--- config.mk ---
export PLATFORM = sky130hd
export DESIGN_NAME = branch_direction_predictor_flat
export DESIGN_NICKNAME = d
export VERILOG_FILES = /design/src/rtl/branch_direction_predictor_pkg.sv /design/src/rtl/branch_direction_predictor_if.sv /design/src/rtl/bp_sat_counter_table.sv /design/src/rtl/branch_direction_predictor.sv /design/src/flat_wrapper.sv
export SDC_FILE = /design/constraint.sdc
export NUM_CORES = 1
export LEC_CHECK = 0
export CAP_MARGIN = 20
export CORE_ASPECT_RATIO = 1.1
export CORE_MARGIN = 2
export CORE_UTILIZATION = 55
export DETAILED_ROUTE_END_ITERATION = 16
export PLACE_DENSITY = 0.77
export SYNTH_ARGS = -nofsm -noshare
export SYNTH_HDL_FRONTEND = slang
export SYNTH_SLANG_ARGS = --single-unit
--- constraint.sdc ---
create_clock -name clk -period 5.1 [get_ports clk]
set_input_delay 1.02 -clock clk [delete_from_list [all_inputs] [get_ports clk]]
set_output_delay 1.02 -clock clk [all_outputs]
set_load 0.01 [all_outputs]
--- src/rtl/branch_direction_predictor_pkg.sv ---
// Shared types and constants for the branch direction predictor:
// counter encoding, default geometry, FIFO entry layout and the
// saturating-counter update rule.
package bp_pkg;

    typedef logic [1:0] ctr_t;

    localparam ctr_t SNT = 2'b00;  // strongly not-taken
    localparam ctr_t WNT = 2'b01;  // weakly not-taken
    localparam ctr_t WT  = 2'b10;  // weakly taken
    localparam ctr_t ST  = 2'b11;  // strongly taken

    localparam int   INDEX_BITS_DEFAULT  = 6;
    localparam int   QUEUE_DEPTH_DEFAULT = 3;
    localparam ctr_t CTR_RESET_DEFAULT   = WNT;

    // One in-flight branch: the table index it was predicted from and
    // the direction that was predicted.
    typedef struct packed {
        logic [INDEX_BITS_DEFAULT-1:0] idx;
        logic                          pred;
    } bp_entry_t;

    // Move a counter one step toward the resolved outcome, saturating at
    // ST for taken and SNT for not-taken.
    function automatic ctr_t ctr_train(input ctr_t c, input logic taken);
        ctr_t r;
        r = c;
        if (taken && c != ST) begin
            r = c + 2'd1;
        end else if (!taken && c != SNT) begin
            r = c - 2'd1;
        end
        return r;
    endfunction

endpackage

--- src/rtl/branch_direction_predictor_if.sv ---
// Fetch/queue-facing signal bundle of the branch direction predictor.
// master = fetch and resolution logic, slave = the predictor.
interface branch_direction_predictor_if;
    logic        stall;
    logic [15:0] pc;
    logic        is_branch;
    logic [15:0] branch_target;
    logic        prediction_in;
    logic [15:0] mispredict_address_in;
    logic        load;
    logic [15:0] predicted_pc;
    logic        full;
    logic        update;
    logic        correct;

    modport master (
        output stall, pc, is_branch, branch_target, update, correct,
        input  prediction_in, mispredict_address_in, load, predicted_pc, full
    );

    modport slave (
        input  stall, pc, is_branch, branch_target, update, correct,
        output prediction_in, mispredict_address_in, load, predicted_pc, full
    );
endinterface

--- src/rtl/bp_sat_counter_table.sv ---
// Table of 2-bit saturating counters: one write port (training) and two
// combinational read ports (fetch lookup and head-of-FIFO training read).
module bp_sat_counter_table
    import bp_pkg::*;
#(
    parameter int   INDEX_BITS = INDEX_BITS_DEFAULT,
    parameter ctr_t CTR_RESET  = CTR_RESET_DEFAULT
) (
    input  logic                  clk,
    input  logic                  rst,
    input  logic [INDEX_BITS-1:0] lookup_idx,
    output ctr_t                  lookup_ctr,
    input  logic [INDEX_BITS-1:0] train_idx,
    output ctr_t                  train_ctr,
    input  logic                  wr_en,
    input  logic [INDEX_BITS-1:0] wr_idx,
    input  ctr_t                  wr_ctr
);

    localparam int ENTRIES = 1 << INDEX_BITS;

    ctr_t table_q [ENTRIES];

    // Counter storage: every entry returns to CTR_RESET on reset so the
    // predictor restarts from a known bias; one counter written per cycle.
    always_ff @(posedge clk or posedge rst) begin
        if (rst) begin
            for (int i = 0; i < ENTRIES; i++) begin
                table_q[i] <= CTR_RESET;
            end
        end else if (wr_en) begin
            table_q[wr_idx] <= wr_ctr;
        end
    end

    // Reads see the registered table, so a same-cycle write is not visible.
    assign lookup_ctr = table_q[lookup_idx];
    assign train_ctr  = table_q[train_idx];

endmodule

--- src/rtl/branch_direction_predictor.sv ---
// Fetch-stage 2-bit saturating-counter direction predictor. Drives the
// downstream branch queue (prediction_in, mispredict_address_in, load) and
// trains on the queue's update/correct resolution pulses, keeping a private
// in-order FIFO of {idx, pred} that mirrors the queue occupancy.
// Optional: define BRANCH_PREDICTOR_GSHARE_EN to XOR a global history
// register into the table index. Define ASSERT_ON to flag update pulses
// that arrive with nothing in flight.
module branch_direction_predictor
    import bp_pkg::*;
#(
    parameter int   INDEX_BITS  = INDEX_BITS_DEFAULT,
    parameter int   QUEUE_DEPTH = QUEUE_DEPTH_DEFAULT,
    parameter ctr_t CTR_RESET   = CTR_RESET_DEFAULT
) (
    input  logic                         clk,
    input  logic                         rst,
    branch_direction_predictor_if.slave  bus
);

    localparam int                CW      = $clog2(QUEUE_DEPTH + 1);
    localparam logic [CW-1:0]     DEPTH_C = CW'(QUEUE_DEPTH);

    logic [INDEX_BITS-1:0] lookup_idx;
    ctr_t                  lookup_ctr;
    ctr_t                  head_ctr;
    logic                  taken;
    logic [15:0]           pc_plus2;

    bp_entry_t             fifo     [QUEUE_DEPTH];
    bp_entry_t             fifo_nxt [QUEUE_DEPTH];
    logic [CW-1:0]         count;
    logic [CW-1:0]         wr_slot;

    logic                  pop;
    logic                  mispredict;
    logic                  train_en;
    logic                  do_pop;
    logic                  do_push;
    logic                  flush;
    logic                  outcome;
    bp_entry_t             new_entry;

`ifdef BRANCH_PREDICTOR_GSHARE_EN
    logic [INDEX_BITS-1:0] ghr;

    // Global history: newest resolved outcome enters at the LSB.
    always_ff @(posedge clk or posedge rst) begin
        if (rst) begin
            ghr <= '0;
        end else if (train_en) begin
            ghr <= {ghr[INDEX_BITS-2:0], outcome};
        end
    end

    assign lookup_idx = bus.pc[INDEX_BITS:1] ^ ghr;
`else
    // PCs are 2-byte aligned, so bit 0 carries no information.
    assign lookup_idx = bus.pc[INDEX_BITS:1];
`endif

    bp_sat_counter_table #(
        .INDEX_BITS (INDEX_BITS),
        .CTR_RESET  (CTR_RESET)
    ) u_table (
        .clk        (clk),
        .rst        (rst),
        .lookup_idx (lookup_idx),
        .lookup_ctr (lookup_ctr),
        .train_idx  (fifo[0].idx),
        .train_ctr  (head_ctr),
        .wr_en      (train_en),
        .wr_idx     (fifo[0].idx),
        .wr_ctr     (ctr_train(head_ctr, outcome))
    );

    // Zero-latency lookup and the resolution controls.
    assign taken      = lookup_ctr[1];
    assign pc_plus2   = bus.pc + 16'd2;
    assign pop        = bus.update & bus.correct & ~bus.stall;
    assign mispredict = bus.update & ~bus.correct & ~bus.stall;
    // An update with nothing in flight is ignored entirely.
    assign train_en   = bus.update & ~bus.stall & (count != '0);
    assign do_pop     = train_en & bus.correct;
    assign flush      = train_en & ~bus.correct;
    assign outcome    = bus.correct ? fifo[0].pred : ~fifo[0].pred;
    assign new_entry  = '{idx: lookup_idx, pred: taken};
    assign wr_slot    = do_pop ? count - 1'b1 : count;

    assign bus.full                  = (count == DEPTH_C);
    assign bus.prediction_in         = bus.is_branch & taken;
    assign bus.mispredict_address_in = taken ? pc_plus2 : bus.branch_target;
    assign bus.predicted_pc          = (bus.is_branch & taken) ? bus.branch_target : pc_plus2;
    // A redirect on mispredict means the current fetch is discarded.
    assign bus.load = bus.is_branch & ~bus.stall & (~bus.full | pop) & ~mispredict;
    assign do_push  = bus.load;

    // FIFO payload next state: shift down on pop, then write the new branch
    // behind the surviving entries.
    always_comb begin
        // NOTE: every target gets its default first so no path can infer a
        // latch; blocking '=' here, non-blocking '<=' only in always_ff.
        for (int i = 0; i < QUEUE_DEPTH; i++) begin
            fifo_nxt[i] = fifo[i];
        end
        if (do_pop) begin
            for (int i = 0; i < QUEUE_DEPTH - 1; i++) begin
                fifo_nxt[i] = fifo[i + 1];
            end
        end
        if (do_push) begin
            fifo_nxt[wr_slot] = new_entry;
        end
    end

    // FIFO payload register.
    always_ff @(posedge clk) begin
        // NOTE: payload has no reset; count alone decides which slots are
        // valid, so stale contents are never observed.
        for (int i = 0; i < QUEUE_DEPTH; i++) begin
            fifo[i] <= fifo_nxt[i];
        end
    end

    // Occupancy: flush on mispredict, otherwise track push/pop balance.
    always_ff @(posedge clk or posedge rst) begin
        if (rst) begin
            count <= '0;
        end else if (flush) begin
            count <= '0;
        end else if (do_push && !do_pop) begin
            count <= count + 1'b1;
        end else if (do_pop && !do_push) begin
            count <= count - 1'b1;
        end
    end

`ifdef ASSERT_ON
    a_update_nonempty : assert property (
        @(posedge clk) disable iff (rst)
        (bus.update && !bus.stall) |-> (count != '0)
    ) else $error("update with no branch in flight");
`endif

endmodule

--- src/flat_wrapper.sv ---
// flat-port wrapper written by rule: the top's interface ports become plain ports
module branch_direction_predictor_flat import bp_pkg::*;
#(
    parameter int   INDEX_BITS  = INDEX_BITS_DEFAULT,
    parameter int   QUEUE_DEPTH = QUEUE_DEPTH_DEFAULT,
    parameter ctr_t CTR_RESET   = CTR_RESET_DEFAULT
)
  (clk, rst, bus_stall, bus_pc, bus_is_branch, bus_branch_target, bus_update, bus_correct, bus_prediction_in, bus_mispredict_address_in, bus_load, bus_predicted_pc, bus_full);
  branch_direction_predictor_if bus_i ();
  input  logic clk;
  input  logic rst;
  input wire logic [$bits(bus_i.stall)-1:0] bus_stall;
  input wire logic [$bits(bus_i.pc)-1:0] bus_pc;
  input wire logic [$bits(bus_i.is_branch)-1:0] bus_is_branch;
  input wire logic [$bits(bus_i.branch_target)-1:0] bus_branch_target;
  input wire logic [$bits(bus_i.update)-1:0] bus_update;
  input wire logic [$bits(bus_i.correct)-1:0] bus_correct;
  output wire logic [$bits(bus_i.prediction_in)-1:0] bus_prediction_in;
  output wire logic [$bits(bus_i.mispredict_address_in)-1:0] bus_mispredict_address_in;
  output wire logic [$bits(bus_i.load)-1:0] bus_load;
  output wire logic [$bits(bus_i.predicted_pc)-1:0] bus_predicted_pc;
  output wire logic [$bits(bus_i.full)-1:0] bus_full;
  assign bus_i.stall = bus_stall;
  assign bus_i.pc = bus_pc;
  assign bus_i.is_branch = bus_is_branch;
  assign bus_i.branch_target = bus_branch_target;
  assign bus_i.update = bus_update;
  assign bus_i.correct = bus_correct;
  assign bus_prediction_in = bus_i.prediction_in;
  assign bus_mispredict_address_in = bus_i.mispredict_address_in;
  assign bus_load = bus_i.load;
  assign bus_predicted_pc = bus_i.predicted_pc;
  assign bus_full = bus_i.full;
  branch_direction_predictor #(.INDEX_BITS(INDEX_BITS), .QUEUE_DEPTH(QUEUE_DEPTH), .CTR_RESET(CTR_RESET)) u_core (.clk(clk), .rst(rst), .bus(bus_i));
endmodule
======== Word-level counts from Yosys, hierarchy flattened ========
Memory sizes are Yosys's and may differ from the RTL's.
Cells that the tools add are included.
word-level totals
  bits in registers ....................... 130
  memory bits (writable) .................. 21
  input bits .............................. 38
  output and inout port bits .............. 35
  memories ................................ 1
memory list
  memory       words  width  read ports  clocked after memory_dff  wr ports  line                              source
  u_core.fifo  3      7      3           0                         3         branch_direction_predictor.sv:29  bp_entry_t fifo [QUEUE_DEPTH];
cells by class
  $add $sub $neg .......................... 5
  $lt $le $gt $ge ......................... 5
  eq/ne operators ......................... 2
  mux-type cells .......................... 23
  bitwise operators ....................... 21
  reduce and logical (&&, ||, !) cells .... 12
operators with widths
  kind                                                       number
  bitwise mux 128 bit                                        1
  2-to-1 mux 16 bit                                          2
  binary-select mux 2 bit (select 6 bit)                     2
  2-to-1 mux 2 bit                                           11
  bitwise mux 21 bit                                         1
  2-to-1 mux 21 bit                                          1
  adder 16 x 2 -> 16 bit (second input constant)             1
  demux 7 bit (select 2 bit)                                 1
  greater-or-equal comparator 7 bit (second input constant)  2
  2-to-1 mux 14 bit                                          1
  inverter 6 -> 7 bit                                        2
  AND 1 bit                                                  12
  demux 2 bit (select 6 bit)                                 1
  < comparator 7 x 1 -> 1 bit (second input constant)        1
  2-to-1 mux 7 bit                                           1
  logical AND 1 bit                                          6
  inverter 1 bit                                             5
  adder 2 x 1 -> 2 bit (second input constant)               2
  nonzero test 2 bit                                         2
  subtractor 2 x 1 -> 2 bit (second input constant)          2
  greater-or-equal comparator 3 bit (second input constant)  1
  logical NOT 1 bit                                          3
  < comparator 3 x 1 -> 1 bit (second input constant)        1
  inverter 2 -> 3 bit                                        1
  other kinds (5)                                            5

======== Logic depth before layout (Yosys ltp) ========
Gate-level depths: netlist (run 1).
  word-level depth ........................ 12
  gate-level depth with buffers ........... 17

======== By module ========
From an unflattened synthesis (run 1), not the netlist that was laid out.
unflattened totals
  cells, all modules ...................... 767
  area, all modules ....................... 9312.7 um^2
by module, submodules not included
  module                      instances  cells an instance  area each (um^2)
  bp_sat_counter_table        1          542                7543.5
  branch_direction_predictor  1          225                1769.2

======== Worst setup path after synthesis (run 1) ========
OpenSTA, ideal clock, no wires.
  path kind ............................... input port to output port
  from .................................... in bus_pc[1]
  to ...................................... out bus_predicted_pc[0]
  arrival ................................. 3.336 ns
  slack ................................... 0.744 ns
  stages on the path ...................... 9
  path buffers ............................ 3
  cell sequence ........................... buf_2 > mux4_2 > mux4_2 > mux2i_1 > mux2i_1 > and2_1 > buf_2 > buf_4 > mux2_1
on the way
  word-level cells in the longest chain between the ends .. 6
RTL lines
  element                                              line                              source
  from (decl)                                          flat_wrapper.sv:13                input wire logic [$bits(bus_i.pc)-1:0] bus_pc;
  inverter 6 -> 7 bit (implied by the code)            bp_sat_counter_table.sv:37        assign lookup_ctr = table_q[lookup_idx];
  binary-select mux 2 bit (select 6 bit)               bp_sat_counter_table.sv:37
  2-to-1 mux 2 bit (implied by the code) (2 in a row)  bp_sat_counter_table.sv:37
  AND 1 bit                                            -
  via bus_prediction_in                                flat_wrapper.sv:18                output wire logic [$bits(bus_i.prediction_in)-1:0] bus_prediction_in;
  2-to-1 mux 16 bit                                    branch_direction_predictor.sv:92  assign bus.predicted_pc = (bus.is_branch & taken) ? bus.branch_target : pc_plus2;
  to (decl)                                            flat_wrapper.sv:21                output wire logic [$bits(bus_i.predicted_pc)-1:0] bus_predicted_pc;
The timed path passes the listed nets, and every way through them passes these cells. The select of a mux whose other input is x is not followed.

======== Final worst setup path (run 1) ========
  from .................................... in bus_pc[1]
  to ...................................... out bus_predicted_pc[5]
on the way
  word-level cells in the longest chain between the ends .. 6
  elaborated cells on any way between the ends .. 7
RTL lines
  element                                              line
  inverter 6 -> 7 bit (implied by the code)            bp_sat_counter_table.sv:37
  binary-select mux 2 bit (select 6 bit)               bp_sat_counter_table.sv:37
  2-to-1 mux 2 bit (implied by the code) (2 in a row)  bp_sat_counter_table.sv:37
  AND 1 bit                                            branch_direction_predictor.sv:92
  2-to-1 mux 16 bit *                                  branch_direction_predictor.sv:92
Mark *: on every way between the ends. The rest lies on a longest branch, timed or not. The select of a mux whose other input is x is not followed.

==> results of run 1 <==
==> power breakdown <==
part / internal [mW] / switching (mW)
clock: 0.962 / 0.494
sequential: 1.67 / 0.384
combinational: 1.01 / 1.45
total: 3.64 / 2.33
==> kinds of logic after synthesis <==
family	share of synthesized area [%]
compound gates	8.58
xor+xnor	1.78
fa+ha+maj	0.896
buf+inv	3.33
flops	45.6
mux	27.9
simple gates	11.9
==> how the worst max path moves through the flow <==
stage	from	endpoint	slack, ps	cells after the start
floorplan	rst	u_core.count[0]$_DFFE_PP0P_	720	1
finish	bus_pc[1]	bus_predicted_pc[5]	190	10
CTS	bus_pc[2]	bus_predicted_pc[14]	20	10
global route	bus_pc[1]	bus_predicted_pc[13]	130	10
global placement	bus_pc[1]	bus_predicted_pc[9]	-200	10
detailed placement	bus_pc[1]	bus_predicted_pc[14]	-250	10
==> flip-flops by register name, summed over array words and instances (netlist names) <==
name,flops
u_core.u_table.table_q,128
u_core.fifo,21
u_core.count,2
==> synth_stat cells, types with 2 or more instances <==
master | instances | area share [%]
a21oi_1 | 10 | 0.60
a221o_1 | 2 | 0.24
a221oi_1 | 7 | 0.73
a22o_1 | 2 | 0.21
a22oi_1 | 6 | 0.54
a31oi_1 | 2 | 0.15
and2_1 | 5 | 0.37
and3_1 | 4 | 0.30
and3b_1 | 2 | 0.21
buf_1 | 3 | 0.13
buf_2 | 16 | 0.96
buf_4 | 4 | 0.36
buf_6 | 2 | 0.27
clkbuf_1 | 24 | 1.1
dfrtp_1 | 66 | 20
dfstp_2 | 64 | 20
dfxtp_1 | 14 | 3.3
edfxtp_1 | 7 | 2.5
ha_1 | 6 | 0.90
inv_1 | 12 | 0.54
mux2_1 | 34 | 4.6
mux2_2 | 74 | 9.9
mux2i_1 | 24 | 2.9
mux4_2 | 39 | 10
nand2_1 | 161 | 7.2
nand2b_1 | 3 | 0.22
nand3_1 | 8 | 0.48
nand4_1 | 3 | 0.22
nor2_1 | 23 | 1.0
nor2b_1 | 6 | 0.45
nor3_1 | 7 | 0.42
nor3b_1 | 4 | 0.36
nor4_2 | 2 | 0.30
o21ai_0 | 59 | 3.5
o21ai_1 | 23 | 1.4
o22ai_1 | 2 | 0.15
o2bb2ai_1 | 3 | 0.31
xnor2_1 | 9 | 0.94
xor2_1 | 8 | 0.84
==> layout make-up <==
cell class / count / area, sq um / share of cell area (%)
inverter: 12 / 47.5 / 0.469
clock inverter: 14 / 254 / 2.50
sequential: 151 / 3820 / 37.7
multi-input combinational: 547 / 4320 / 42.6
timing repair buffer: 99 / 1020 / 10.1
clock buffer: 18 / 429 / 4.23
tap: 196 / 245 / 2.42
==> critical path, stage by stage <==
cell and delay [ps]:
clkbuf_2 150, buf_12 170, mux4_2 510, mux4_2 510, mux2i_2 220, mux2i_2 130
and2_1 200, buf_12 160, mux2_1 330, clkdlybuf4s50_1 480
==> metrics by stage <==
stage               instance area, sq um  setup slack [ps]  total power, mW  setup TNS, ps
floorplan                           8380               717             3.55              0
global placement                    9390              -200             4.29          -4440
detailed placement                  9390              -253             4.41          -5560
CTS                                10100              16.6             5.89              0
global route                       10100               126             6.28              0
finish                             10100               194             5.97              0
==> routing by layer <==
metal	vias to the layer above	wire length, microns
met1	3262	8570
li1	2882	-
met4	0	1020
met5	-	0
met2	365	11100
met3	72	2180
==> timing repair <==
item,in CTS,in global routing
cloned,0,1
gates resized for setup,3,7
setup endpoints to repair,32,15
endpoints found under the hold margin,0,0
==> impl_metrics.yaml, run 1 <==
grt:
  grt_pass1_vias: 6802
  grt_first_pass_wirelength_microns: 36100
  overflow: 0
  antenna_found_initial: 0
  grtUsageMet3_pct: 9.08
  grt_max_degree: 85
  busiest_layer: "met2"
  use_met2_pct: 47.8
  grt_usage_pct: 29.4
  met1_usage_pct: 35.6
timing:
  tightest_slew_ps: 1180
  hold-worst-slack_ps: 464
  post-route-period-util_pct: 96.2
  setup_viol: 0
  drv_slew: 0
  final_hold_viol_count: 0
  slew-limit-headroom_pct: 21.2
  skew_ps: 9.27
  max_freq_mhz: 204
  fin_crit_ps: 4910
  rsz0062_at_grt: "false"
finish:
  final_cell_count_no_fill: 1037
  final_common_cell: "nand2_1"
  insertedDiodeCount: 0
  syn2layout_area_growth_pct: 21.0
  final_layout_size_suffix_gt1_share_pct: 29.3
  layout_common_cells: "nand2_1 (161), mux2_2 (74), clkdlybuf4s50_1 (69)"
  fill_cells: 1031
  nets: 872
  utilization_pct: 67.6
yosys:
  ys_async_sr_fraction_pct: 86.1
  ys_seq_elements: 151
  synth_area_per_cell_sq_um: 11.0
  synth_ff_type: "dfrtp_1"
  synth.distinct_cells: 48
  synth-edff-count: 7
  netlist_area_sq_um: 8380
  ys_seq_area_share_pct: 45.6
  yosys_warnings: 0
  synth_cells: 759
  synth_fp_nets: 803
critical_path:
  end_kind: "primary output"
  critPathRequiredTime_ps: 4080
  timing.rr.start: "u_core.fifo[0][1]$_DFF_P_"
  r2r_end: "u_core.u_table.table_q[109]$_DFFE_PP0P_"
  crit_fanout: 18
  start_kind: "primary input"
  rrSetupSlack_ps: 670
  reg2regPathDepth: 12
  critPathArrivalTime_ps: 3890
  crit_type: "in -> out"
power:
  vdd_drop_max_mv: 0.535
  power_density_nw_per_um2: 589
  p_leak_nw: 4.06
placement:
  port_buffers: 72
  dp.cells: 1002
  place_congestion: 0.883
  dp_hpwl_microns: 15300
floorplanning:
  die_x_microns: 122
  die_area_sq_um: 16200
  start_util_pct: 55.9
  coreArea_sq_um: 15000
  rows: 47
  chipHeight_microns: 133
  num_io_pins: 73
clock_network:
  cts_root_buf: "clkbuf_16"
  htree_levels: 4
  post_cts_buffers: 0
  cts_sinks: 151
  clockBufferDepth: 2
  cts_tree: "yes"
  cts_buffers: 17
  hold_buffers: 0
  clk_latency_ps: 430
  clk_pin_slew_ps: 60
worst_hold_path:
  min_path_cells: 2
  min_to: "u_core.u_table.table_q[60]$_DFFE_PP1P_"
  worstHoldStart: "u_core.u_table.table_q[60]$_DFFE_PP1P_"
  hp-class: "reg -> reg"
drt:
  wl_microns: 22900
  dr.first_iter.drc_count: 489
  viasPerCell: 6.35
  drt-pass1-iter-count: 5
  avgRoutedWirePerCell_microns: 22.0
  drc: 0
  antenna_left: 0
  num_vias: 6581
outcome:
  status: "complete, no violations"
flow_run:
  drv_cap: 0
Note: power is estimated with default switching activity, not from simulation.
==> run 2: changes to the inputs <==
CAP_MARGIN = not set   (was 20)
CORE_ASPECT_RATIO = not set   (was 1.1)
==> impl_metrics.yaml, run 2 (synthesis gave the netlist of run 1 again) <==
placement:
  place_congestion: 0.913
  dp.cells: 993
  dp_hpwl_microns: 15100
  port_buffers: 72
  dp_worst_setup_slack_ps: -126
finish:
  final_common_cell: "nand2_1"
  regMostFlops: "u_core.u_table.table_q"
  layout_common_cells: "nand2_1 (161), mux2_2 (74), clkdlybuf4s50_1 (70)"
  nets: 870
  final_cell_count_no_fill: 1027
  seq_area_sq_um: 3820
  largest_reg_flops: 128
  final_layout_size_suffix_gt1_share_pct: 29.3
  multi_input_area_sq_um: 4310
  syn2layout_area_growth_pct: 19.9
  fill_cells: 1084
  insertedDiodeCount: 0
  largest_registers: "u_core.u_table.table_q: 128 flops, u_core.fifo: 21 flops, u_core.count: 2 flops"
grt:
  grt_pass1_vias: 6685
  antenna_found_initial: 0
  overflow: 0
  grt_usage_pct: 29.4
  grt_max_degree: 64
  grt_first_pass_wirelength_microns: 36500
drt:
  avgRoutedWirePerCell_microns: 21.8
  wl_microns: 22300
  routed.top_layer: "met4"
  met1_length_microns: 8550
  drc: 0
  wl_met3_microns: 2070
  drt-pass1-iter-count: 4
  antenna_left: 0
  dr.first_iter.drc_count: 422
  viasPerCell: 6.33
  num_vias: 6499
  dr_wl_met2_microns: 10900
timing:
  post-route-period-util_pct: 96.4
  setup_viol: 0
  finalSetupTns_ps: 0
  rsz0062_at_grt: "false"
  tightest_slew_ps: 1120
  final_hold_viol_count: 0
  slew-limit-headroom_pct: 25.3
  setup_ws_ps: 182
  skew_ps: 7.24
  fin_crit_ps: 4920
  max_freq_mhz: 203
  drv_slew: 0
clock_network:
  clockBufferDepth: 2
  cts_buffers: 17
  clk_latency_ps: 440
  clk_pin_slew_ps: 60
  cts_tree: "yes"
  post_cts_buffers: 0
  cts_sinks: 151
  hold_buffers: 0
  htree_levels: 4
  cts_root_buf: "clkbuf_16"
critical_path:
  crit_type: "in -> out"
  slowest_delay_ps: 510
  start_kind: "primary input"
  end_kind: "primary output"
  critPathMostFrequentCell: "mux4_2"
  reg2regPathDepth: 11
  critPathSlowestCell: "mux4_2"
  crit_fanout: 18
  crit_chain: "clkbuf_2, bufbuf_16, mux4_2, mux4_2, mux2i_1, mux2i_2, and2_1, buf_12, mux2_1, clkdlybuf4s50_1"
  critPathRequiredTime_ps: 4080
  critPathArrivalTime_ps: 3900
power:
  p_switching_mw: 2.30
  p_sw_share_pct: 40.0
  p_int_mw: 3.45
  vdd_drop_max_mv: 0.696
  power_density_nw_per_um2: 572
  pwr-share-seq_pct: 35.5
  p_leak_nw: 4.04
  combPwrFrac_pct: 41.3
  clkPwrFrac_pct: 23.2
floorplanning:
  start_util_pct: 55.8
  num_io_pins: 73
  die_x_microns: 127
  rows: 45
  coreArea_sq_um: 15000
  die_area_sq_um: 16200
  chipHeight_microns: 127
flow_run:
  drv_cap: 0
worst_hold_path:
  min_path_cells: 2
  hp-class: "reg -> reg"
outcome:
  status: "complete, no violations"
==> run 2: cell types whose count changed in the layout (fill, tap and decap cells not counted), moves of 2 or more <==
cell / delta
bufinv_16: -3
clkinv_1: -3
clkinv_2: +3
clkinv_4: +3
buf_4: +2
buf_8: -2
mux2i_1: +2
mux2i_2: -2
==> run 2: area by class of cell <==
class                      instances  share of cell area, %
inverter                          12                  0.473
clock buffer                      17                   4.23
timing repair buffer              97                   9.94
tap                              188                   2.34
clock inverter                    15                   2.02
multi-input combinational        547                   42.9
sequential                       151                   38.1
==> run 2: stage by stage <==
stage          util, %  cell area (sq um)  hold WS [ps]  power, mW
2_1_floorplan        -               8380           442       3.55
3_3_place_gp      62.3               9360           450       4.25
3_5_place_dp      62.3               9360           454       4.37
4_1_cts           66.7              10000           462       5.74
5_1_grt           66.8              10000           481       6.06
6_report          66.8              10000           460       5.75
==> run 2: worst max-delay path: cells and delay by family <==
kind / cells / cell delay [ps]
simple gates: 1 / 190
mux: 5 / 1580
buf+inv: 4 / 1090
==> run 2: layer usage <==
layer | vias up | global-route usage (%)
li1 | 2873 | -
met1 | 3198 | 36.2
met2 | 354 | 49.0
met3 | 74 | 7.83
met4 | 0 | 12.7
met5 | - | 0
==> run 2: power groups by stage <==
stage                     sequential, mW  combinational [mW]  clock [mW]
after floorplan                     1.82                1.73           0
after global placement              2.01                2.24           0
after detailed placement            2.04                2.32           0
after CTS                           2.03                2.36        1.35
after global routing                2.08                2.57        1.40
final                               2.04                2.37        1.33
==> run 2: what timing repair did <==
action                     4_1_cts  5_1_grt
cloned                           1        1
gates resized for setup          1        3
setup endpoints to repair       30       24
pin swaps                        0        0
==> run 2: final timing paths <==
check / startpoint / slack, ps / endpoint
max reg2reg: u_core.fifo[0][1]$_DFF_P_ / 590 / u_core.u_table.table_q[28]$_DFFE_PP1P_
max in group asynchronous: rst / 3050 / u_core.u_table.table_q[42]$_DFFE_PP1P_
min: u_core.u_table.table_q[0]$_DFFE_PP1P_ / 460 / u_core.u_table.table_q[0]$_DFFE_PP1P_
min in group asynchronous: rst / 1080 / u_core.u_table.table_q[81]$_DFFE_PP0P_
min reg2reg: u_core.u_table.table_q[0]$_DFFE_PP1P_ / 460 / u_core.u_table.table_q[0]$_DFFE_PP1P_
max: bus_pc[1] / 180 / bus_predicted_pc[3]
==> run 3: changes to the inputs <==
CAP_MARGIN = 30   (was not set)
==> impl_metrics.yaml, run 3 (synthesis gave the netlist of run 1 again) <==
clock_network:
  clk_latency_ps: 430
  cts_tree: "yes"
  clockBufferDepth: 2
  post_cts_buffers: 0
  cts_buffers: 17
  clk_pin_slew_ps: 60
  hold_buffers: 0
  htree_levels: 4
  cts_root_buf: "clkbuf_16"
  cts_sinks: 151
timing:
  setup_viol: 0
  post-route-period-util_pct: 96.5
  final_hold_viol_count: 0
  tightest_slew_ps: 1120
  skew_ps: 11.3
  slew-limit-headroom_pct: 25.2
  drv_slew: 0
  max_freq_mhz: 203
  rsz0062_at_grt: "false"
  setup_ws_ps: 180
  fin_crit_ps: 4920
finish:
  largest_reg_flops: 128
  seq_area_sq_um: 3820
  syn2layout_area_growth_pct: 19.7
  layout_common_cells: "nand2_1 (161), mux2_2 (74), clkdlybuf4s50_1 (70)"
  regMostFlops: "u_core.u_table.table_q"
  largest_registers: "u_core.u_table.table_q: 128 flops, u_core.fifo: 21 flops, u_core.count: 2 flops"
  insertedDiodeCount: 0
  final_common_cell: "nand2_1"
  final_layout_size_suffix_gt1_share_pct: 29.1
  nets: 873
  fill_cells: 1088
  final_cell_count_no_fill: 1030
  multi_input_area_sq_um: 4310
flow_run:
  drv_cap: 0
critical_path:
  end_kind: "primary output"
  crit_fanout: 18
  r2r_end: "u_core.u_table.table_q[19]$_DFFE_PP0P_"
  reg2regPathDepth: 12
  critPathRequiredTime_ps: 4080
  crit_type: "in -> out"
  start_kind: "primary input"
  critPathArrivalTime_ps: 3900
  timing.rr.start: "u_core.fifo[0][1]$_DFF_P_"
  rrSetupSlack_ps: 930
placement:
  place_congestion: 0.913
  port_buffers: 72
  dp_worst_setup_slack_ps: -134
  dp.cells: 994
  dp_hpwl_microns: 15300
power:
  p_sw_share_pct: 39.9
  p_int_mw: 3.46
  combPwrFrac_pct: 42.3
  clkPwrFrac_pct: 22.2
  pwr-share-seq_pct: 35.5
  p_leak_nw: 4.04
  vdd_drop_max_mv: 0.634
  power_mw: 5.75
  p_switching_mw: 2.29
  power_density_nw_per_um2: 573
worst_hold_path:
  min_path_cells: 2
  worstHoldStart: "u_core.u_table.table_q[122]$_DFFE_PP1P_"
  hp-class: "reg -> reg"
  min_to: "u_core.u_table.table_q[122]$_DFFE_PP1P_"
floorplanning:
  die_x_microns: 127
  rows: 45
  coreArea_sq_um: 15000
  die_area_sq_um: 16200
  chipHeight_microns: 127
  start_util_pct: 55.8
  num_io_pins: 73
grt:
  grt_max_degree: 64
  grt_first_pass_wirelength_microns: 36400
  overflow: 0
  grt_pass1_vias: 6822
  grt_usage_pct: 29.3
  antenna_found_initial: 0
drt:
  drt-pass1-iter-count: 6
  wl_met3_microns: 2050
  drc: 0
  num_vias: 6588
  dr.first_iter.drc_count: 426
  met1_length_microns: 8540
  dr_wl_met2_microns: 10900
  antenna_left: 0
  wl_microns: 22500
  avgRoutedWirePerCell_microns: 21.9
  viasPerCell: 6.40
  routed.top_layer: "met4"
outcome:
  status: "complete, no violations"
run 3: cell count changes in the layout (fill, tap and decap cells not counted):
cell       before  now
buf_6           0    1
buf_4          19   21
clkbuf_1        0    4
bufinv_16       4    3
clkinv_2        3    4
inv_6           1    0
clkinv_4        5    0
clkbuf_8        0    2
run 3: cell type report:
cell class / count / share of cell area, %
Multi-Input combinational cell: 547 / 43.0
Clock buffer: 23 / 4.66
Inverter: 12 / 0.474
Tap cell: 188 / 2.34
Timing Repair Buffer: 100 / 10.2
Sequential cell: 151 / 38.1
Clock inverter: 9 / 1.25
run 3: through the flow:
stage / hold WS [ps] / util, % / area (sq um) / setup TNS (ps)
2_1_floorplan: 442 / - / 8380 / 0
3_5_place_dp: 453 / 62.3 / 9370 / -2290
4_1_cts: 461 / 66.5 / 10000 / 0
5_1_grt: 481 / 66.8 / 10000 / 0
3_3_place_gp: 450 / 62.3 / 9360 / -1940
6_report: 459 / 66.8 / 10000 / 0
run 3: how the worst max path moves through the flow:
stage / start / end / slack (ps) / cells past startpoint
4_1_cts: bus_pc[1] / bus_predicted_pc[3] / 20 / 10
3_5_place_dp: bus_pc[1] / bus_predicted_pc[3] / -130 / 10
3_3_place_gp: bus_pc[1] / bus_predicted_pc[10] / -120 / 10
2_1_floorplan: rst / u_core.count[0]$_DFFE_PP0P_ / 720 / 1
5_1_grt: bus_pc[1] / bus_predicted_pc[3] / 100 / 10
6_report: bus_pc[1] / bus_predicted_pc[3] / 180 / 10
run 3: critical path, cell delays in order:
cell,delay (ps)
clkbuf_2,150
bufbuf_16,300
mux4_2,500
mux4_2,470
mux2i_1,190
mux2i_2,110
and2_1,190
buf_12,160
mux2_1,320
clkdlybuf4s50_1,480
run 3: what timing repair did:
item | in CTS | in global routing
resized for setup | 2 | 2
setup endpoints to repair | 31 | 15
hold endpoints to repair | 0 | 0
gates cloned | 1 | 1
run 3: metal layers:
| metal | global-route usage [%] | vias up |
|---|---|---|
| met4 | 16.2 | 0 |
| met5 | 0 | - |
| met2 | 48.0 | 384 |
| met1 | 35.7 | 3245 |
| li1 | - | 2882 |
| met3 | 7.45 | 77 |
run 3: power by group through the flow:
stage | registers (mW) | clock network [mW] | logic [mW]
4_1_cts | 2.03 | 1.28 | 2.35
3_3_place_gp | 2.01 | 0 | 2.24
3_5_place_dp | 2.04 | 0 | 2.32
2_1_floorplan | 1.82 | 0 | 1.73
6_report | 2.04 | 1.28 | 2.43
5_1_grt | 2.08 | 1.34 | 2.63
